## src/rtl/byte_to_word_packer.sv

```systemverilog
// Reassembles an LSB-first byte stream into DATAWIDTH-bit words, with an
// optional mid-word idle timeout that discards the partial word.
module byte_to_word_packer #(
  parameter int DATAWIDTH = 16,
  parameter int TIMEOUT   = 8
) (
  input  logic                                  clk,
  input  logic                                  rstn,
  input  logic [7:0]                            i_ByteIn,
  input  logic                                  i_ByteInValid,
  output logic [DATAWIDTH-1:0]                  o_Data,
  output logic                                  o_DataValid,
  output logic                                  o_Error,
  output logic                                  o_Busy,
  output logic [$clog2((DATAWIDTH+7)/8):0]      o_ByteCount
);

  localparam int BYTENUM = (DATAWIDTH + 7) / 8;
  localparam int MOD     = DATAWIDTH % 8;
  localparam int LASTW   = (MOD == 0) ? 8 : MOD;
  localparam int CW      = $clog2(BYTENUM) + 1;
  localparam int TW      = (TIMEOUT > 1) ? $clog2(TIMEOUT) : 1;

  typedef enum logic [0:0] {S_IDLE, S_COLLECT} state_t;

  state_t               r_State, w_NextState;
  logic [DATAWIDTH-1:0] r_Buf, w_NextBuf;
  logic [CW-1:0]        r_Count, w_NextCount;
  logic [TW-1:0]        r_Idle, w_NextIdle;
  logic [DATAWIDTH-1:0] w_NextData;
  logic                 w_NextValid;
  logic                 w_NextError;
  logic [DATAWIDTH-1:0] w_Word;
  logic [DATAWIDTH-1:0] w_Slot;

  // Buffer slots start at zero, so OR-ing a shifted byte is a slot write; the
  // final byte is truncated to LASTW bits so any unused upper bits drop out.
  always_comb begin
    w_Word = r_Buf | (DATAWIDTH'(i_ByteIn[LASTW-1:0]) << ((BYTENUM - 1) * 8));
    w_Slot = r_Buf | (DATAWIDTH'(i_ByteIn) << (8 * int'(r_Count)));
  end

  always_comb begin
    w_NextState = r_State;
    w_NextBuf   = r_Buf;
    w_NextCount = r_Count;
    w_NextIdle  = r_Idle;
    w_NextData  = o_Data;
    w_NextValid = 1'b0;
    w_NextError = 1'b0;
    unique case (r_State)
      S_IDLE: begin
        w_NextIdle = '0;
        if (i_ByteInValid) begin
          if (BYTENUM == 1) begin
            w_NextData  = w_Word;
            w_NextValid = 1'b1;
            w_NextCount = '0;
            w_NextBuf   = '0;
          end else begin
            w_NextBuf   = DATAWIDTH'(i_ByteIn);
            w_NextCount = CW'(1);
            w_NextState = S_COLLECT;
          end
        end
      end
      S_COLLECT: begin
        if (i_ByteInValid) begin
          w_NextIdle = '0;
          if (r_Count == CW'(BYTENUM - 1)) begin
            w_NextData  = w_Word;
            w_NextValid = 1'b1;
            w_NextCount = '0;
            w_NextBuf   = '0;
            w_NextState = S_IDLE;
          end else begin
            w_NextBuf   = w_Slot;
            w_NextCount = r_Count + CW'(1);
          end
        end else if (TIMEOUT > 0) begin
          if (r_Idle == TW'(TIMEOUT - 1)) begin
            w_NextBuf   = '0;
            w_NextCount = '0;
            w_NextIdle  = '0;
            w_NextError = 1'b1;
            w_NextState = S_IDLE;
          end else begin
            w_NextIdle = r_Idle + TW'(1);
          end
        end
      end
      default: w_NextState = S_IDLE;
    endcase
  end

  always_ff @(posedge clk or negedge rstn) begin
    if (!rstn) begin
      r_State     <= S_IDLE;
      r_Buf       <= '0;
      r_Count     <= '0;
      r_Idle      <= '0;
      o_Data      <= '0;
      o_DataValid <= 1'b0;
      o_Error     <= 1'b0;
      o_Busy      <= 1'b0;
    end else begin
      r_State     <= w_NextState;
      r_Buf       <= w_NextBuf;
      r_Count     <= w_NextCount;
      r_Idle      <= w_NextIdle;
      o_Data      <= w_NextData;
      o_DataValid <= w_NextValid;
      o_Error     <= w_NextError;
      o_Busy      <= (w_NextState == S_COLLECT);
    end
  end

  assign o_ByteCount = r_Count;

endmodule

```

## config.mk

```make
export PLATFORM = sky130hd
export DESIGN_NAME = byte_to_word_packer
export DESIGN_NICKNAME = d
export VERILOG_FILES = /design/src/rtl/byte_to_word_packer.sv
export SDC_FILE = /design/constraint.sdc
export NUM_CORES = 1
export LEC_CHECK = 0
export CAP_MARGIN = 15
export CORE_MARGIN = 1.5
export CORE_UTILIZATION = 49
export DETAILED_ROUTE_END_ITERATION = 8
export MAX_ROUTING_LAYER = met4
export PLACE_DENSITY = 0.77
export SLEW_MARGIN = 30
export SYNTH_ARGS = -nofsm -noshare
export SYNTH_HDL_FRONTEND = slang
export SYNTH_SLANG_ARGS = --single-unit
```

## constraint.sdc

```tcl
create_clock -name clk -period 1.72 [get_ports clk]
set_input_delay 0.258 -clock clk [delete_from_list [all_inputs] [get_ports clk]]
set_output_delay 0.258 -clock clk [all_outputs]
set_load 0.02 [all_outputs]
```

# Word level (Yosys, flattened, before mapping)

Index checks and enable logic that the tools add are counted.

Register bits: 40
Bits in latches: 0
Memory bits (writable): 0
Memory bits (read-only): 0
Bits of input ports: 11
Output and inout bits: 21
Word-level logic and storage cells: 43
Memories kept: 0

Add/subtract/negate cells: 2
$mul: 0
Divide/modulo/power cells: 0
Magnitude comparators: 0
Equality and inequality tests: 4
Shift operators: 1
Muxes and demuxes: 24
Bitwise operators: 3
Reduce and logical (&&, ||, !) cells: 2

Operators with widths:

| operator                                                                | number |
|---|---|
| 16-bit two-way mux                                                      | 4 |
| 16-bit bitwise OR                                                       | 2 |
| 16-bit one-hot mux with 2 select lines                                  | 1 |
| 8-bit by 5-bit << shifter with 16-bit output                            | 1 |
| 1-bit two-way mux                                                       | 10 |
| 2-bit two-way mux                                                       | 4 |
| 3-bit two-way mux                                                       | 2 |
| 3-bit one-hot mux with 2 select lines                                   | 1 |
| 2-bit one-hot mux with 2 select lines                                   | 1 |
| 3-bit by 1-bit adder with 3-bit output, second input constant           | 1 |
| 3-bit equality test, second input constant                              | 1 |
| 3-bit by 2-bit inequality test with 1-bit output, second input constant | 1 |
| 3-bit AND reduction                                                     | 1 |
| 2-bit by 1-bit adder with 2-bit output, second input constant           | 1 |
| 2-bit by 1-bit equality test with 1-bit output, second input constant   | 1 |
| 2-bit inequality test, second input constant                            | 1 |
| 1-bit one-hot mux with 2 select lines                                   | 1 |
| 2-bit AND reduction                                                     | 1 |
| 1-bit inverter                                                          | 1 |

# Longest topological paths before layout

Depth in word-level cells: 5
Gate-level depth with buffers: 6
Mapped depth without buffers: 5

# Least setup slack after synthesis

OpenSTA, ideal clock, no wires.

Path kind: flip-flop to flip-flop
From: reg r_Idle[0]
To: reg r_Buf[6]
Library setup time: 121 ps
Arrival: 1298 ps
Data required time: 1599 ps
Slack: 301 ps
Stages on the path, launching flop included: 7
Path buffers: 1
Period minus slack after synthesis: 1419 ps
Path through: dfrtp_1 > ha_1 > ha_1 > a21oi_2 > o21bai_4 > buf_6 > a22o_1

Longest elaborated chain between the ends: 3

RTL lines:

| item                                                       | line | text |
|---|---|---|
| start: declaration                                         | 29   | `logic [TW-1:0] r_Idle, w_NextIdle;` |
| start signal: assignment                                   | 110  | `r_Idle <= w_NextIdle;` |
| 3-bit equality test                                        | 81   | `if (r_Idle == TW'(TIMEOUT - 1)) begin` |
| 3-bit by 2-bit inequality test with 1-bit output (no line) | n/a  |  |
| 2-bit AND reduction (no line)                              | n/a  |  |
| end signal: assignment                                     | 108  | `r_Buf <= w_NextBuf;` |
| end: declaration                                           | 27   | `logic [DATAWIDTH-1:0] r_Buf, w_NextBuf;` |

No other way between the ends.
A chain may end at the register's enable or synchronous reset.

# Final worst setup path

From: reg r_Count[1], in the netlist o_ByteCount[1]
To: out o_ByteCount[1]

RTL lines:

| item                     | line | text |
|---|---|---|
| start: declaration       | 28   | `logic [CW-1:0] r_Count, w_NextCount;` |
| start signal: assignment | 109  | `r_Count <= w_NextCount;` |
| end: declaration         | 15   | `output logic [$clog2((DATAWIDTH+7)/8):0] o_ByteCount` |

No word-level cell between the ends.

==> flow_summary_export.csv <==
group,metric,value,unit
floorplanning,floorplan.io_pins,32,
logic_synthesis,yosys.cell_types.count,21,
grt,grt_pass1_wl,4370,um
clocking,cts-buffers-inserted,5,
floorplanning,chipHeight,59.0,um
logic_synthesis,syn_std_cell_area,0.00153,mm^2
critical_path,worstPathArrival,1.38,ns
outcome,outcome,"finished clean",
grt,global_route.overflow_total,0,
clocking,cts_root_buffer,"sky130_fd_sc_hd__clkbuf_4",
sta,final_critical_path_setup_slack,0.0825,ns
power_and_ir_drop,internal_power,2.16,mW
place,portBuffers,31,
sta,max_clock_freq,0.611,GHz
drt,routed_wirelength,2590,um
critical_path,worst_ep_required_time,1.46,ns
sta,fin_worst_hold_slack,0.450,ns
drt,drt_antenna_net_count,0,
sta,final-setup-viol-count,0,
critical_path,critPathLaunch,"o_ByteCount[1]$_DFFE_PN0P_",
critical_path,regToRegStartpoint,"r_Idle[0]$_DFF_PN0_",
sta,setup_tns,0,ns
grt,number_of_antenna_violations_at_the_first_check_in_global_routing,0,
critical_path,rrSetupSlack,0.20,ns
sta,report.final.slew_viol_count,0,
clocking,clock_sink_count,40,
drt,number_of_drc_violations_after_detailed_routing_iteration_0,7,
logic_synthesis,synth.net_count,128,
grt,grt_start_max_net_pins,41,
grt,first_global_vias,975,
critical_path,rr_endpoint,"r_Buf[0]$_DFFE_PN0P_",
cells_and_area,drive_above_1_share,0.156,
clocking,cts_tree,"built",
logic_synthesis,netlist_instances,115,
power_and_ir_drop,share_clk_of_total_power,0.205,
run,cap_violations,0,
floorplanning,initial_utilization,0.511,
place,detailedPlacementHpwl,1770,um
power_and_ir_drop,ir_worst_vdd,1.13,mV
clocking,postCtsSetupBuffers,0,
floorplanning,floorplan.die_area,0.00348,mm^2
floorplanning,floorplan.core_area,0.00300,mm^2
power_and_ir_drop,power.static_leakage,0.946,nW
critical_path,cpMaxStageDelayCell,"sky130_fd_sc_hd__clkdlybuf4s50_1",
clocking,ctsLongestPathBuffers,2,
worst_hold_path,hold_start,"r_Idle[0]$_DFF_PN0_",
logic_synthesis,ys_ff_latch,40,
sta,transition_time_at_the_pin_with_the_least_slew_margin,0.478,ns
sta,slew_headroom,0.681,
cells_and_area,area_growth,29.4,%
sta,final_hold_viol_count,0,
clocking,clock_insertion_delay_worst_skew,0.35,ns
sta,clock_skew,0.0158,ns
power_and_ir_drop,powerDensity,1610,mW/mm^2
floorplanning,core.rowCount,20,
critical_path,cp-start-kind,"flip-flop",
critical_path,slowest_delay,0.63,ns
sta,rsz0062_at_grt,"false",
clocking,cts_clk_pin_slew_worst_paths,0.11,ns
grt,gr-usage-all-layers,0.179,
place,place_worst_setup_slack,0.0572,ns
place,postPlaceCellArea,0.00189,mm^2
logic_synthesis,synth_warnings,0,
logic_synthesis,dominantRegCellSynth,"sky130_fd_sc_hd__dfrtp_1",
logic_synthesis,synth-edff-count,0,
drt,detail_route.wl_per_cell,13.9,um
sta,finalCritPeriodShare,0.952,
power_and_ir_drop,combinational_group_share_of_total_power,0.371,
drt,routed_via_density,5.18,
cells_and_area,nets,166,
critical_path,cp_cell_sequence,"clkdlybuf4s50_1",
worst_hold_path,min_to,"r_Idle[0]$_DFF_PN0_",
power_and_ir_drop,sw_frac_of_total,0.322,
critical_path,crit_path_max_fanout,5,
sta,minimum_period_implied_by_the_final_worst_setup_slack,1.64,ns
cells_and_area,fin_area,0.00198,mm^2
critical_path,cpLargestDelayFamily,"buffers and inverters",
logic_synthesis,avgSynthCellArea,13.3,um^2
drt,num_vias,968,
clocking,htree_levels,2,
logic_synthesis,async_reset_ff_frac,1.00,
worst_hold_path,min_path_cells,1,
power_and_ir_drop,report.power.total,3.19,mW
critical_path,worstSetupEndpointType,"output pin",
floorplanning,fp.dieW,59.0,um
critical_path,buffers_plus_inverters_on_the_worst_setup_path,1,
critical_path,worstRegToRegCells,5,
drt,detailedRoute.firstPassIterationCount,4,
cells_and_area,antennaDiodeCount,0,
power_and_ir_drop,switching_power_of_the_nets,1.03,mW
place,routabilityCongestion,0.716,
logic_synthesis,seq_area_frac_synth,0.653,
drt,drt_drc_violations_left,0,
worst_hold_path,worstHoldPathType,"flip-flop to flip-flop",
critical_path,critPathKind,"flip-flop to output pin",
power_and_ir_drop,seq_power_share,0.424,
## routing by layer
metal | GRT usage | wire (um)
met1 | 0.237 | 1210
met2 | 0.256 | 1230
met3 | 0.0462 | 99
met4 | 0.0877 | 55
met5 | - | 0
## power groups by stage
stage / clock network, mW / logic (mW) / registers (mW)
after floorplan: 0 / 0.412 / 1.61
after global placement: 0 / 1.17 / 1.37
after detailed placement: 0 / 1.20 / 1.38
after CTS: 0.677 / 1.20 / 1.36
after global routing: 0.715 / 1.28 / 1.39
final: 0.654 / 1.18 / 1.35
## kinds of logic after synthesis
kind of cell	count (synthesis)	synth area share
flops	40	0.653
simple gates	35	0.125
compound gates	23	0.111
mux	8	0.0661
buf+inv	7	0.0294
fa+ha+maj	2	0.0163
## worst max-delay path by stage
stage,to,slack [ns],cells past startpoint
5_1_grt,o_ByteCount[1],0.02,1
2_1_floorplan,r_Buf[6]$_DFFE_PN0P_,0.30,6
4_1_cts,o_ByteCount[1],0.06,1
6_report,o_ByteCount[1],0.08,1
3_5_place_dp,r_Buf[0]$_DFFE_PN0P_,0.06,4
3_3_place_gp,r_Buf[0]$_DFFE_PN0P_,0.13,4
## synth_stat cells, drive strengths merged (2+ instances only)
library cell	count	share of area
a21oi	2	0.0090
and2	12	0.049
a22o	8	0.046
o21a	2	0.0098
buf	5	0.024
nor2	10	0.024
dfrtp	40	0.65
nand2	9	0.022
ha	2	0.016
mux2	8	0.066
o21ai	9	0.029
inv	2	0.0049
## cells in the final DEF, fill, tap and decap left out, types with 2 or more instances in the layout
cell | synthesis | routed
sky130_fd_sc_hd__buf_4 | 0 | 3
sky130_fd_sc_hd__mux2_4 | 3 | 3
sky130_fd_sc_hd__mux2_2 | 5 | 5
sky130_fd_sc_hd__and2_1 | 12 | 12
sky130_fd_sc_hd__a22o_1 | 8 | 8
sky130_fd_sc_hd__o21a_1 | 2 | 2
sky130_fd_sc_hd__dfrtp_1 | 40 | 40
sky130_fd_sc_hd__clkdlybuf4s50_1 | 0 | 29
sky130_fd_sc_hd__ha_1 | 2 | 2
sky130_fd_sc_hd__inv_1 | 2 | 2
sky130_fd_sc_hd__nor2_1 | 10 | 10
sky130_fd_sc_hd__nand2_1 | 9 | 9
sky130_fd_sc_hd__clkbuf_4 | 0 | 5
sky130_fd_sc_hd__o21ai_0 | 9 | 9
## registers in the layout (all words and copies together), names as in the netlist
name	cells
o_DataValid	1
o_ByteCount	2
r_Idle	3
o_Error	1
o_Data	16
r_Buf	16
r_State	1
## what timing repair did
item                       in CTS  in global routing
hold endpoints to repair       40                  0
hold buffers                    1                  0
resized for setup               1                  0
setup endpoints to repair       1                  0
## per-stage QoR
| step | instances | utilization |
|---|---|---|
| 3_3_place_gp | 178 | 0.628 |
| 5_1_grt | 187 | 0.661 |
| 6_report | 187 | 0.661 |
| 2_1_floorplan | 115 | - |
| 4_1_cts | 187 | 0.661 |
| 3_5_place_dp | 178 | 0.628 |
## layout make-up
type	instances	area, um^2
clock buffer	6	51.3
clock inverter	2	38.8
fill	229	1020
inverter	2	7.51
multi-input combinational	68	488
sequential	40	1000
tap	33	41.3
timing repair buffer	36	357
No activity file was read; power rests on OpenSTA's default activity.
